===== src/rtl/pc_gen_pkg.sv =====
// Shared types for the fetch PC generator:
// FSM state and next-PC source encoding.
package pc_gen_pkg;

  typedef enum logic [0:0] {
    BOOT = 1'b0,
    RUN  = 1'b1
  } state_e;

  typedef enum logic [2:0] {
    SRC_SEQ   = 3'd0,
    SRC_TRAP  = 3'd1,
    SRC_REDIR = 3'd2,
    SRC_CALL  = 3'd3,
    SRC_RET   = 3'd4,
    SRC_HOLD  = 3'd5
  } src_e;

endpackage


===== src/rtl/pc_ras.sv =====
// Circular return-address stack; a push when full
// overwrites the oldest entry.
module pc_ras #(
  parameter int W     = 32,
  parameter int DEPTH = 4
) (
  input  logic                       clk_i,
  input  logic                       rst_i,
  input  logic                       push_i,
  input  logic                       pop_i,
  input  logic                       flush_i,
  input  logic [W-1:0]               data_i,
  output logic [W-1:0]               top_o,
  output logic [$clog2(DEPTH):0]     count_o
);

  localparam int PW = $clog2(DEPTH);
  localparam int CW = PW + 1;
  localparam logic [CW-1:0] FULL = CW'(DEPTH);

  logic [W-1:0]  mem_q [DEPTH];
  logic [PW-1:0] ptr_q, ptr_d;
  logic [CW-1:0] cnt_q, cnt_d;

  // ptr_q is the next write slot; the top sits just below it
  always_comb begin
    ptr_d = ptr_q;
    cnt_d = cnt_q;
    if (flush_i) begin
      ptr_d = '0;
      cnt_d = '0;
    end else if (push_i) begin
      ptr_d = ptr_q + PW'(1);
      if (cnt_q != FULL)
        cnt_d = cnt_q + CW'(1);
    end else if (pop_i && cnt_q != '0) begin
      ptr_d = ptr_q - PW'(1);
      cnt_d = cnt_q - CW'(1);
    end
  end

  always_ff @(posedge clk_i or posedge rst_i) begin
    if (rst_i) begin
      ptr_q <= '0;
      cnt_q <= '0;
    end else begin
      ptr_q <= ptr_d;
      cnt_q <= cnt_d;
    end
  end

  always_ff @(posedge clk_i) begin
    if (push_i && !flush_i)
      mem_q[ptr_q] <= data_i;
  end

  assign top_o   = mem_q[ptr_q - PW'(1)];
  assign count_o = cnt_q;

endmodule


===== src/rtl/pc_gen.sv =====
// Fetch PC generator: boot FSM, next-PC priority mux
// and return-address stack for call/return prediction.
module pc_gen
  import pc_gen_pkg::*;
#(
  parameter int              XLEN        = 32,
  parameter int              INSTR_BYTES = 4,
  parameter logic [XLEN-1:0] RESET_VEC   = 32'h0000_0000,
  parameter logic [XLEN-1:0] TRAP_VEC    = 32'h0000_0100,
  parameter int              RAS_DEPTH   = 4
) (
  input  logic                         clk_i,
  input  logic                         rst_i,
  input  logic                         stall_i,
  input  logic                         redirect_i,
  input  logic [XLEN-1:0]              redirect_pc_i,
  input  logic                         trap_i,
  input  logic                         call_i,
  input  logic [XLEN-1:0]              call_target_i,
  input  logic                         ret_i,
  output logic [XLEN-1:0]              pc_o,
  output logic                         pc_valid_o,
  output logic                         ret_miss_o,
  output logic [$clog2(RAS_DEPTH):0]   ras_count_o
);

  localparam int CW = $clog2(RAS_DEPTH) + 1;
  localparam logic [XLEN-1:0] MASK =
    ~(XLEN'(INSTR_BYTES - 1));

  state_e          state_q, state_d;
  src_e            src;
  logic [XLEN-1:0] pc_q, pc_d;
  logic            valid_q, valid_d;
  logic            miss_q, miss_d;
  logic [XLEN-1:0] seq_pc;
  logic [XLEN-1:0] ras_top;
  logic [CW-1:0]   ras_count;
  logic            ras_push, ras_pop, ras_flush;

  assign seq_pc = pc_q + XLEN'(INSTR_BYTES);

  always_comb begin
    state_d = state_q;
    valid_d = valid_q;
    miss_d  = 1'b0;
    src     = SRC_HOLD;
    if (state_q == BOOT) begin
      state_d = RUN;
      valid_d = 1'b1;
    end else if (trap_i) begin
      src = SRC_TRAP;
    end else if (redirect_i) begin
      src = SRC_REDIR;
    end else if (stall_i) begin
      src = SRC_HOLD;
    end else if (call_i) begin
      src = SRC_CALL;
    end else if (ret_i) begin
      if (ras_count != '0) begin
        src = SRC_RET;
      end else begin
        src    = SRC_SEQ;
        miss_d = 1'b1;
      end
    end else begin
      src = SRC_SEQ;
    end
  end

  always_comb begin
    pc_d = pc_q;
    unique case (src)
      SRC_SEQ:   pc_d = seq_pc;
      SRC_TRAP:  pc_d = TRAP_VEC & MASK;
      SRC_REDIR: pc_d = redirect_pc_i & MASK;
      SRC_CALL:  pc_d = call_target_i & MASK;
      SRC_RET:   pc_d = ras_top & MASK;
      default:   pc_d = pc_q;
    endcase
  end

  assign ras_push  = (src == SRC_CALL);
  assign ras_pop   = (src == SRC_RET);
  assign ras_flush = (src == SRC_TRAP);

  always_ff @(posedge clk_i or posedge rst_i) begin
    if (rst_i) begin
      state_q <= BOOT;
      pc_q    <= RESET_VEC;
      valid_q <= 1'b0;
      miss_q  <= 1'b0;
    end else begin
      state_q <= state_d;
      pc_q    <= pc_d;
      valid_q <= valid_d;
      miss_q  <= miss_d;
    end
  end

  pc_ras #(
    .W     (XLEN),
    .DEPTH (RAS_DEPTH)
  ) u_ras (
    .clk_i   (clk_i),
    .rst_i   (rst_i),
    .push_i  (ras_push),
    .pop_i   (ras_pop),
    .flush_i (ras_flush),
    .data_i  (seq_pc),
    .top_o   (ras_top),
    .count_o (ras_count)
  );

  assign pc_o        = pc_q;
  assign pc_valid_o  = valid_q;
  assign ret_miss_o  = miss_q;
  assign ras_count_o = ras_count;

endmodule


===== config.mk =====
export PLATFORM = sky130hd
export DESIGN_NAME = pc_gen
export DESIGN_NICKNAME = d
export VERILOG_FILES = /design/src/rtl/pc_gen_pkg.sv /design/src/rtl/pc_ras.sv /design/src/rtl/pc_gen.sv
export SDC_FILE = /design/constraint.sdc
export NUM_CORES = 1
export LEC_CHECK = 0
export ABC_AREA = 1
export CAP_MARGIN = 20
export CORE_MARGIN = 8
export CORE_UTILIZATION = 50
export DETAILED_ROUTE_END_ITERATION = 10
export GPL_ROUTABILITY_DRIVEN = 1
export PLACE_DENSITY_LB_ADDON = 0.05
export SLEW_MARGIN = 5
export SYNTH_ARGS = -nofsm -noshare
export SYNTH_HDL_FRONTEND = slang
export SYNTH_SLANG_ARGS = --single-unit

===== constraint.sdc =====
create_clock -name clk_i -period 6.85 [get_ports clk_i]
set_input_delay 1.37 -clock clk_i [delete_from_list [all_inputs] [get_ports clk_i]]
set_output_delay 1.37 -clock clk_i [all_outputs]
set_load 0.01 [all_outputs]

==> results of run 1 <==
[where the power goes]
| part | leakage [nW] | total [mW] | internal, mW | switching [mW] |
|---|---|---|---|---|
| clock | 0.311 | 1.04 | 0.664 | 0.373 |
| combinational | 1.71 | 0.368 | 0.152 | 0.216 |
| sequential | 1.58 | 1.14 | 1.08 | 0.0516 |
| total | 3.60 | 2.54 | 1.90 | 0.641 |
[synthesized netlist by cell type]
master      n  area share [%]
nor3_2      1            0.13
o21ai_1     1           0.065
nor2_4      2            0.29
nand2_4     2            0.29
dfrtp_1    38              12
xnor2_1     2            0.23
buf_2      13            0.85
clkinv_2    1           0.065
o22ai_1    25             2.0
buf_6       3            0.44
nand4_1    17             1.4
nor2_1    124             6.1
nand2_1   182             8.9
edfxtp_1  120              47
nor2_8      1            0.26
conb_1      2           0.098
inv_1      39             1.9
nand3b_1    4            0.39
nor2_2      4            0.33
or2_2       3            0.24
nand4_4     2            0.55
nand2_2     6            0.49
o21ai_0    72             4.7
nand3_1    43             2.8
buf_1       2           0.098
xor2_1     20             2.3
a22oi_1    23             2.2
clkbuf_1   12            0.59
ha_1        5            0.81
nand3_2     2            0.26
fa_1        1            0.26
inv_2       8            0.39
nor3_1      2            0.13
nand3_4     1            0.23
a21oi_1     4            0.26
nand3b_2    1            0.15
buf_4       6            0.59
[cells by family after synthesis]
family | synth area share [%]
xor gates and xnor gates | 2.51
AOI/OAI and AO/OA | 9.29
other | 0.0977
and+or+nand+nor | 22.9
buffers and inverters | 4.92
DFF | 59.2
adders and majority gates | 1.07
[how the worst max path moves through the flow]
stage / startpoint / to / depth (start not counted) / slack [ns]
2_1_floorplan: stall_i / u_ras.mem_q[0][10]$_DFFE_PP_ / 3 / 3.42
3_3_place_gp: trap_i / u_ras.mem_q[3][8]$_DFFE_PP_ / 5 / 2.94
3_5_place_dp: trap_i / u_ras.mem_q[3][5]$_DFFE_PP_ / 5 / 2.85
4_1_cts: trap_i / u_ras.mem_q[3][12]$_DFFE_PP_ / 5 / 3.30
5_1_grt: trap_i / u_ras.mem_q[3][9]$_DFFE_PP_ / 5 / 3.25
6_report: trap_i / u_ras.mem_q[3][5]$_DFFE_PP_ / 5 / 3.31
[layout make-up]
class,instances,area share [%]
flip-flops and latches,158,48.1
inverters,48,1.91
repair buffers,110,11.5
multi-input cells,553,29.2
clock inverters,11,1.98
well taps,188,2.48
clock buffers,21,4.86
[stage by stage]
step | setup slack, ns | hold slack, ns | utilization (%) | instance area (sq um) | total power [mW]
floorplan | 3.42 | 0.512 | - | 7690 | 1.34
global placement | 2.94 | 0.455 | 58.4 | 8810 | 1.51
detailed placement | 2.85 | 0.455 | 58.4 | 8810 | 1.52
CTS | 3.30 | 0.484 | 62.7 | 9460 | 2.55
global route | 3.25 | 0.518 | 62.8 | 9470 | 2.62
finish | 3.31 | 0.479 | 62.8 | 9470 | 2.54
[routing by layer]
layer  part of all wire [%]  vias up  wire (um)  GRT usage, %
li1                       -     2897          -             -
met1                     43     2934       9340          27.9
met2                     48      274      10200          36.8
met3                    7.1       32       1540          5.33
met4                    1.7        0        376          8.00
met5                      0        -          0             0
[state kept, by name, indices dropped and copies added (netlist names)]
register / count
pc_valid_o: 1
state_q: 1
u_ras.ptr_q: 2
ret_miss_o: 1
u_ras.count_o: 3
pc_o: 30
u_ras.mem_q: 120
[worst max-delay path: stages]
cell and delay [ns]:
clkdlybuf4s50_1 0.52, nor2_8 0.20, nand4_4 0.20, nor2_2 0.90
buf_4 0.43
[placed cells by master, fill, tap and decap left out, types with 4 or more instances in the layout]
cell,instances
a21oi_1,4
a22oi_1,23
buf_4,8
bufinv_16,5
clkbuf_16,17
clkdlybuf4s50_1,101
dfrtp_1,38
edfxtp_1,120
ha_1,5
inv_1,38
inv_2,8
nand2_1,182
nand2_2,6
nand3_1,43
nand3b_1,4
nand4_1,17
nor2_1,120
nor2_2,8
o21ai_0,72
o22ai_1,25
xor2_1,20
==> results.sh, run 1 <==
export IMPL_finalNonFillerCells=1089
export IMPL_wirelength_mm=21.5
export IMPL_overflow=0
export IMPL_hold_viol=0
export IMPL_postRouteAntennaNets=0
export IMPL_p_leak_nw=3.60
export IMPL_die_area_sq_um=19600
export IMPL_ys_warn_count=0
export IMPL_maxCapViolCount=0
export IMPL_grt_use_total_pct=22.2
export IMPL_criticalPathCategory="in2reg"
export IMPL_min_to="pc_valid_o$_DFFE_PP0N_"
export IMPL_hold_path_class="reg2reg"
export IMPL_multiInputGateArea_sq_um=2770
export IMPL_wl_per_cell_um=19.7
export IMPL_root_buffer="clkbuf_16"
export IMPL_skew_ns=0.00943
export IMPL_worst_pin_slew_ns=1.11
export IMPL_slew_viol_final=0
export IMPL_port_buffers=101
export IMPL_setup_violations=0
export IMPL_place_hpwl_mm=13.5
export IMPL_cts_buffers=17
export IMPL_endpoint_kind="register"
export IMPL_firstDrtPassIters=5
export IMPL_critPathLaunchType="input port"
export IMPL_synthesis_area_sq_um=7690
export IMPL_grt_pass1_vias=6175
export IMPL_tns_ns=0
export IMPL_fmax_mhz=283
export IMPL_cts_resized_gates=0
export IMPL_placed_cells=1056
export IMPL_slew_headroom_pct=26.1
export IMPL_path_clk_slew_ns=0.06
export IMPL_initial_core_util_pct=50.9
export IMPL_die_width_um=140
export IMPL_regArea_sq_um=4550
export IMPL_ys_ff_latch=158
export IMPL_period_needed_ns=3.54
export IMPL_reg2reg_depth=7
export IMPL_peakVddDrop_v=0.000182
export IMPL_cts_sinks=158
export IMPL_rsz0062_at_grt="false"
export IMPL_die_h_um=140
export IMPL_outcome="completed"
export IMPL_cts_setup_buffers=0
export IMPL_cts_max_level=4
export IMPL_grt_pass1_wl_mm=33.7
export IMPL_cts_tree="done"
export IMPL_min_from="pc_valid_o$_DFFE_PP0N_"
export IMPL_grt_max_degree=64
export IMPL_syn_area_per_cell_sq_um=9.68
export IMPL_fin_nets=965
export IMPL_drt_iter0_markers=471
export IMPL_synthToLayoutAreaGrowth_pct=23.2
export IMPL_antennaDiodeCount=0
export IMPL_fill_cells=1280
export IMPL_cp_arrival_ns=3.65
export IMPL_drive_gt1_share_pct=8.44
export IMPL_rows=45
export IMPL_synthCells=794
export IMPL_finalCritPeriodShare_pct=51.7
export IMPL_p_per_area_nw_per_um2=268
export IMPL_antenna_found_initial=0
export IMPL_clk_path_buf_depth=2
export IMPL_worstSkewPairLatency_ns=0.43
export IMPL_rr_startpoint="u_ras.ptr_q[0]$_DFFE_PP0P_"
export IMPL_place_congestion=0.904
export IMPL_hold_depth=1
export IMPL_worstReg2RegEnd="u_ras.mem_q[2][5]$_DFFE_PP_"
export IMPL_routed_via_density=5.64
export IMPL_required_ns=6.96
export IMPL_drc=0
export IMPL_r2r_slack_ns=3.59
export IMPL_ys_seq_area_share_pct=59.2
export IMPL_postCtsHoldBufs=0
export IMPL_pin_count=108
export IMPL_num_vias=6137
export IMPL_synthDistinctLibCells=37
export IMPL_crit_fanout=16
export IMPL_core_area_sq_um=15100
Note: power is estimated with default switching activity, not from simulation.
==> inputs of run 2 (changes only) <==
- clock period: 6.85 -> 3.23 ns (I/O delays scaled with it)
==> run 2 against run 1 <==
Clock power rose by 100%. Die area did not move. Combinational power rose by 120%. Flip-flop and latch count did not move. Final area rose by 0.71%. Total power rose by 110%. Largest power group unchanged. Sequential share of layout area fell by 0.34 points. Clock skew fell by 0.0020 ns.
==> results.sh, run 2 (synthesis results as in run 1) <==
export IMPL_hold_path_class="reg2reg"
export IMPL_die_h_um=140
export IMPL_fmax_mhz=444
export IMPL_antenna_found_initial=0
export IMPL_cts_setup_buffers=0
export IMPL_final_util_pct=63.2
export IMPL_met1_length_mm=9.02
export IMPL_cts_buffers=17
export IMPL_endpoint_kind="register"
export IMPL_outcome="completed"
export IMPL_highest_layer="met4"
export IMPL_clk_path_buf_depth=2
export IMPL_min_from="pc_valid_o$_DFFE_PP0N_"
export IMPL_slew_viol_final=0
export IMPL_min_to="pc_valid_o$_DFFE_PP0N_"
export IMPL_worstSkewPairLatency_ns=0.42
export IMPL_skew_ns=0.00738
export IMPL_worstReg2RegEnd="u_ras.mem_q[2][23]$_DFFE_PP_"
export IMPL_die_width_um=140
export IMPL_core_area_sq_um=15100
export IMPL_peakVddDrop_v=0.000385
export IMPL_grt_pass1_vias=6226
export IMPL_routed_wl_met2_mm=10.2
export IMPL_hold_depth=1
export IMPL_port_buffers=101
export IMPL_final_cell_mix="nand2_1 (182), nor2_1 (120), edfxtp_1 (120)"
export IMPL_drc=0
export IMPL_crit_fanout=63
export IMPL_multiInputGateArea_sq_um=2770
export IMPL_required_ns=3.28
export IMPL_cts_max_level=4
export IMPL_p_per_area_nw_per_um2=554
export IMPL_cp_arrival_ns=2.30
export IMPL_place_congestion=0.883
export IMPL_regMostFlops="u_ras.mem_q"
export IMPL_grt_use_total_pct=22.1
export IMPL_reg2reg_depth=6
export IMPL_wirelength_mm=21.3
export IMPL_fin_nets=975
export IMPL_rows=45
export IMPL_finalPower_mw=5.29
export IMPL_placed_cells=1067
export IMPL_drive_gt1_share_pct=9.44
export IMPL_crit_buf_inv=4
export IMPL_postRouteAntennaNets=0
export IMPL_worst_pin_slew_ns=0.681
export IMPL_maxCapViolCount=0
export IMPL_critPathLaunchType="register"
export IMPL_grt_max_degree=64
export IMPL_tns_ns=0
export IMPL_criticalPathCategory="reg2reg"
export IMPL_cts_tree="done"
export IMPL_cts_resized_gates=0
export IMPL_firstDrtPassIters=5
export IMPL_r2r_slack_ns=0.98
export IMPL_hold_viol=0
export IMPL_crit_chain="inv_2, buf_4, ha_1, inv_1, nor2_2, buf_4"
export IMPL_antennaDiodeCount=0
export IMPL_routed_via_density=5.62
export IMPL_pin_count=108
export IMPL_wl_per_cell_um=19.4
export IMPL_crit_family="buffers and inverters"
export IMPL_p_leak_nw=3.64
export IMPL_cts_sinks=158
export IMPL_slew_headroom_pct=54.6
export IMPL_rr_startpoint="u_ras.ptr_q[0]$_DFFE_PP0P_"
export IMPL_period_needed_ns=2.25
export IMPL_finalCritPeriodShare_pct=69.7
export IMPL_die_area_sq_um=19600
export IMPL_synthToLayoutAreaGrowth_pct=24.1
export IMPL_setup_violations=0
export IMPL_final_common_cell="nand2_1"
export IMPL_grt_pass1_wl_mm=33.7
export IMPL_overflow=0
export IMPL_crit_top_cell="buf_4"
export IMPL_finalNonFillerCells=1099
export IMPL_slowest_stage="buf_4"
export IMPL_critPathMaxStageDelay_ns=0.54
export IMPL_fill_cells=1270
export IMPL_largest_reg_flops=120
export IMPL_drt_iter0_markers=545
export IMPL_root_buffer="clkbuf_16"
export IMPL_rsz0062_at_grt="false"
export IMPL_postCtsHoldBufs=0
export IMPL_initial_core_util_pct=50.9
export IMPL_regArea_sq_um=4550
export IMPL_routed_wl_met3_mm=1.72
export IMPL_num_vias=6171
export IMPL_path_clk_slew_ns=0.06
export IMPL_place_hpwl_mm=14.1
run 2: worst max path at each step:
stage          depth (start not counted)                           end                  startpoint  slack, ns
2_1_floorplan                          6  u_ras.mem_q[0][10]$_DFFE_PP_  u_ras.ptr_q[0]$_DFFE_PP0P_       0.39
4_1_cts                                6   u_ras.mem_q[2][6]$_DFFE_PP_  u_ras.ptr_q[0]$_DFFE_PP0P_       0.98
3_3_place_gp                           9          pc_o[31]$_DFFE_PP0P_                      trap_i       0.63
3_5_place_dp                          12           pc_o[2]$_DFFE_PP0P_                      call_i       0.60
6_report                               6  u_ras.mem_q[2][23]$_DFFE_PP_  u_ras.ptr_q[0]$_DFFE_PP0P_       0.98
5_1_grt                                9          pc_o[20]$_DFFE_PP0P_  u_ras.ptr_q[1]$_DFFE_PP0P_       0.85
run 2: through the flow:
step,instance area [sq um],setup WS (ns),hold WS [ns]
2_1_floorplan,7690,0.389,0.512
3_3_place_gp,8900,0.633,0.456
3_5_place_dp,8930,0.603,0.468
4_1_cts,9540,0.979,0.485
5_1_grt,9540,0.845,0.506
6_report,9540,0.977,0.481
run 2: layer usage:
metal	track usage [%]	vias up
met4	7.31	0
met1	28.4	2960
met2	36.1	260
met3	5.37	28
li1	-	2923
met5	0	-
run 2: where the power goes:
group	internal [mW]	total, mW	switching [mW]
combinational	0.334	0.794	0.460
sequential	2.30	2.41	0.109
clock	1.31	2.08	0.777
run 2: final cells by class:
| cell class | instances | share of cell area (%) |
|---|---|---|
| repair buffers | 120 | 12.4 |
| flip-flops and latches | 158 | 47.7 |
| clock inverters | 12 | 1.77 |
| well taps | 188 | 2.47 |
| clock buffers | 20 | 4.68 |
| inverters | 48 | 1.90 |
| multi-input cells | 553 | 29.0 |
==> RTL change 1: new RTL, flow settings as in run 2 <==
`RAS_DEPTH`: 4 -> 8.
--- a/src/rtl/pc_gen.sv
+++ b/src/rtl/pc_gen.sv
@@ -9,3 +9,3 @@
   parameter logic [XLEN-1:0] TRAP_VEC    = 32'h0000_0100,
-  parameter int              RAS_DEPTH   = 4
+  parameter int              RAS_DEPTH   = 8
 ) (
Interface: changed (resized ras_count_o); port bits go from 108 to 109. No check against the original RTL was run, so the function may have changed too.
==> RTL change 1 against run 2 <==
Utilization shrank 3.3 points; synthesized cell count grew 70%; total power grew 120%; worst setup slack lost 0.35 ns; sequential cell count grew 122; design area grew 62%; critical path depth grew 1; wire length grew 76%; combinational power grew to 4.6 times the old value; synthesized area grew 70%; critical path type unchanged; largest power group unchanged; highest routed layer unchanged.
==> RTL change 1: results (changes against run 2) <==
Area Growth Syn to Fin 18.5%; PortBufs 102 (+0.99%); Netlist cell types 36 (-2.7%); ys async rst share 0.143 (-0.0976); fillcell total 2,209 (+74%); slew at the pin closest to its max-slew limit 1.08 ns (+0.402 ns); clk buf depth 3 (+1); Post-Place Setup Slack 0.412 ns (-0.192 ns); Max IR drop VDD 0.000473 V (+23%); Critical Path AT 2.85 ns (+0.55 ns); status finished, final reports clean; dominant cells by area after synthesis edfxtp_1, nand2_1, dfrtp_1; placed cells 1,746 (+64%); number of synthesized flops with an enable pin 240 (+100%); static leakage 6.04 nW (+66%); Slowest-stage cell, CP xnor2_1; Num CTS Buffers 29 (+12); htree depth 1 (-3); largest net degree at the start of global routing 123 (+92%); CP peak stage delay 0.61 ns (+0.07 ns); worst-path maximum fanout 9 (-86%); worst skew pair latency 0.55 ns (+0.13 ns); share of layout cells above drive strength 1 0.0751 (-0.0193); Placer Congestion 0.894 (+1.2%); vias in the first global route 9,807 (+58%); Total Wirelength 37,400 um (+76%); number of vias per cell 5.55 (-1.1%); drt first-iter violations 1,086 (+99%); fin cells 1,800 (+64%); Global Route Usage Sum 0.240 (+0.0188)
[RTL change 1: logic make-up after synthesis]
kind of cell             count (synthesis)  share of synthesized area
AO/OA/AOI/OAI                           57                     0.0275
other                                    2                   0.000575
flip-flops                             280                      0.629
buffers and inverters                  110                     0.0403
adder cells (fa/ha/maj)                  6                    0.00633
AND/OR/NAND/NOR                        873                      0.284
XOR/XNOR                                19                     0.0127
[RTL change 1: final cells by class]
class,instances,share of cell area
timing repair buffer,130,0.0868
sequential,280,0.531
tap,335,0.0271
clock inverter,15,0.00938
multi-input combinational,958,0.283
inverter,43,0.0108
clock buffer,39,0.0519
[RTL change 1: worst reg2reg max path, delay by kind of cell, from the launching register on]
family | cells | cell delay (ns)
xor gates and xnor gates | 1 | 0.61
adders and majority gates | 1 | 0.28
buffers and inverters | 1 | 0.09
DFF | 1 | 0.48
and+or+nand+nor | 4 | 0.86
[RTL change 1: metal layers]
layer	routed length, um	GRT usage	up-vias
li1	-	-	4728
met1	16700	0.347	4831
met2	16700	0.369	380
met3	3030	0.0387	57
met4	918	0.0656	0
met5	0	0	-
[RTL change 1: power breakdown]
part | leakage [nW] | switching (mW) | internal [mW]
logic | 2.93 | 2.56 | 1.13
clock network | 0.462 | 1.37 | 1.91
registers | 2.65 | 0.211 | 4.21
total | 6.04 | 4.14 | 7.25
[RTL change 1: worst paths after layout]
kind	start	cells past startpoint	slack [ns]	to
worst min-delay path	rst_i	2	0.35	u_ras.count_o[3]
worst max register to register	pc_o[3]	7	0.62	u_ras.mem_q[4][22]
worst max-delay path	pc_o[3]	7	0.62	u_ras.mem_q[4][22]
worst min register to register	pc_valid_o	1	0.48	pc_valid_o
max in group asynchronous	rst_i	3	2.12	pc_o[12]
min in group clk_i	pc_valid_o	1	0.48	pc_valid_o
==> RTL change 2: new RTL, flow settings as in run 2 <==
Without the edit above. Register the output `ras_count_o`, with the module's reset; this adds one clock of latency there. The other outputs are not delayed to match.
--- a/src/rtl/pc_gen.sv
+++ b/src/rtl/pc_gen.sv
@@ -117,3 +117,9 @@
   assign ret_miss_o  = miss_q;
-  assign ras_count_o = ras_count;
+  always_ff @(posedge clk_i or posedge rst_i) begin
+    if (rst_i) begin
+      ras_count_o <= '0;
+    end else begin
+      ras_count_o <= ras_count;
+    end
+  end
 
Function: changed (a bounded check fails within 4 cycles, from zero or initial values and one cycle with rst_i high).
==> RTL change 2 against run 2 <==
Synthesized cell count up 6.2%; worst setup slack worse by 0.036 ns; wire length up 4.6%; fmax down 1.6%; design area up 2.5%; total power up 11%; synthesized area up 2.6%; first-iteration DRC count down 35%; sequential cell count up 3; global-route usage up 0.96 points; critical path depth up 4; critical path type unchanged; highest routed layer unchanged.
==> RTL change 2: results (changes against run 2) <==
Worst Setup EP pc_o[30]; static leakage 3.79 nW (+4.1%); Max IR drop VDD 0.000418 V (+8.4%); vias after detailed routing 6,358 (+3.0%); clock share of power 0.359 (-0.035); worst-path maximum fanout 19 (-70%); fin nets 1,022 (+4.8%); post-DR wirelength/cell 19.0 um (-2.1%); vias in the first global route 6,564 (+5.4%); final period utilization 0.708 (+0.0111); drt first-iter violations 355 (-35%); met3 routed WL 1200 um (-30%); routed length on met1 9690 um (+7.4%); reg2reg start u_ras.ptr_q[1]; Crit. Startpoint u_ras.ptr_q[1]; Final HPWL DP 14,700 um (+3.6%); worst hold path depth 0 (-1); Setup Skew 0.0115 ns (+0.00416 ns); status finished, final reports clean; dominant cells by area after synthesis edfxtp_1, dfrtp_1, nand2_1; r2r worst-path depth 10 (+4); first-pass GRT wire length 35,300 um (+4.7%); relative slew slack 0.514 (-0.0318); Global Route Usage Sum 0.231 (+0.00964); share of layout cells above drive strength 1 0.0866 (-0.00776)
[RTL change 2: cell types whose count changed after synthesis, sizes merged, moves of 3 or more]
cell	change
nand2	+58
a22oi	-18
nand3	-16
nor2	-8
inv	+7
a21boi	+6
a21oi	+6
o21ai	+6
xor2	-6
dfrtp	+3
nand3b	+3
nand4	+3
o22ai	+3
[RTL change 2: power by group through the flow]
| stage | combinational [mW] | clock (mW) | sequential [mW] |
|---|---|---|---|
| 6_report | 1.20 | 2.11 | 2.57 |
| 5_1_grt | 1.33 | 2.22 | 2.59 |
| 4_1_cts | 1.21 | 2.13 | 2.57 |
| 3_5_place_dp | 1.20 | 0 | 2.61 |
| 3_3_place_gp | 1.16 | 0 | 2.61 |
| 2_1_floorplan | 0.674 | 0 | 2.59 |
[RTL change 2: metal layers]
metal  vias to the layer above  global-route usage
met4                         0              0.0627
li1                       3045                   -
met3                        13              0.0460
met1                      3111               0.290
met5                         -                   0
met2                       189               0.397
[RTL change 2: kinds of logic (layout without fill, tap and decap cells)]
family	Yosys count	in the layout	synth area share
AND/OR/NAND/NOR	438	438	0.242
flip-flops	161	161	0.587
AO/OA/AOI/OAI	130	130	0.0915
buffers and inverters	90	204	0.0506
XOR/XNOR	16	16	0.0178
adder cells (fa/ha/maj)	6	6	0.0105
other	2	3	0.000952
[RTL change 2: stage by stage]
| stage | total power, mW | instance area [sq um] | setup slack [ns] | std cells |
|---|---|---|---|---|
| 2_1_floorplan | 3.27 | 7890 | 0.312 | 844 |
| 3_3_place_gp | 3.77 | 9170 | 0.582 | 1142 |
| 3_5_place_dp | 3.81 | 9170 | 0.607 | 1142 |
| 4_1_cts | 5.92 | 9780 | 0.934 | 1174 |
| 5_1_grt | 6.14 | 9780 | 0.764 | 1174 |
| 6_report | 5.89 | 9780 | 0.942 | 1174 |
[RTL change 2: worst min-delay path by stage]
stage                      from        endpoint  slack, ns
6_report       u_ras.count_o[1]  ras_count_o[1]       0.46
5_1_grt              pc_valid_o      pc_valid_o       0.48
4_1_cts        u_ras.count_o[1]  ras_count_o[1]       0.46
3_5_place_dp   u_ras.count_o[1]  ras_count_o[1]       0.44
3_3_place_gp   u_ras.count_o[2]  ras_count_o[2]       0.44
2_1_floorplan  u_ras.count_o[2]  ras_count_o[2]       0.41
[RTL change 2: final cells by class]
cell class,instances,area (sq um)
clock buffers,19,433
well taps,216,270
repair buffers,117,1180
fillers,1344,5870
flip-flops and latches,161,4630
inverters,55,211
multi-input cells,593,2870
clock inverters,13,186
[RTL change 2: critical path, cell delays in order (launching register included)]
cell and delay [ns]:
dfrtp_1 0.39, inv_1 0.10, ha_1 0.30, inv_1 0.54
buf_4 0.37, o21ai_0 0.12, o22ai_1 0.15, nand2_1 0.07
nand2_1 0.08, nand2_1 0.05, nand2_1 0.05
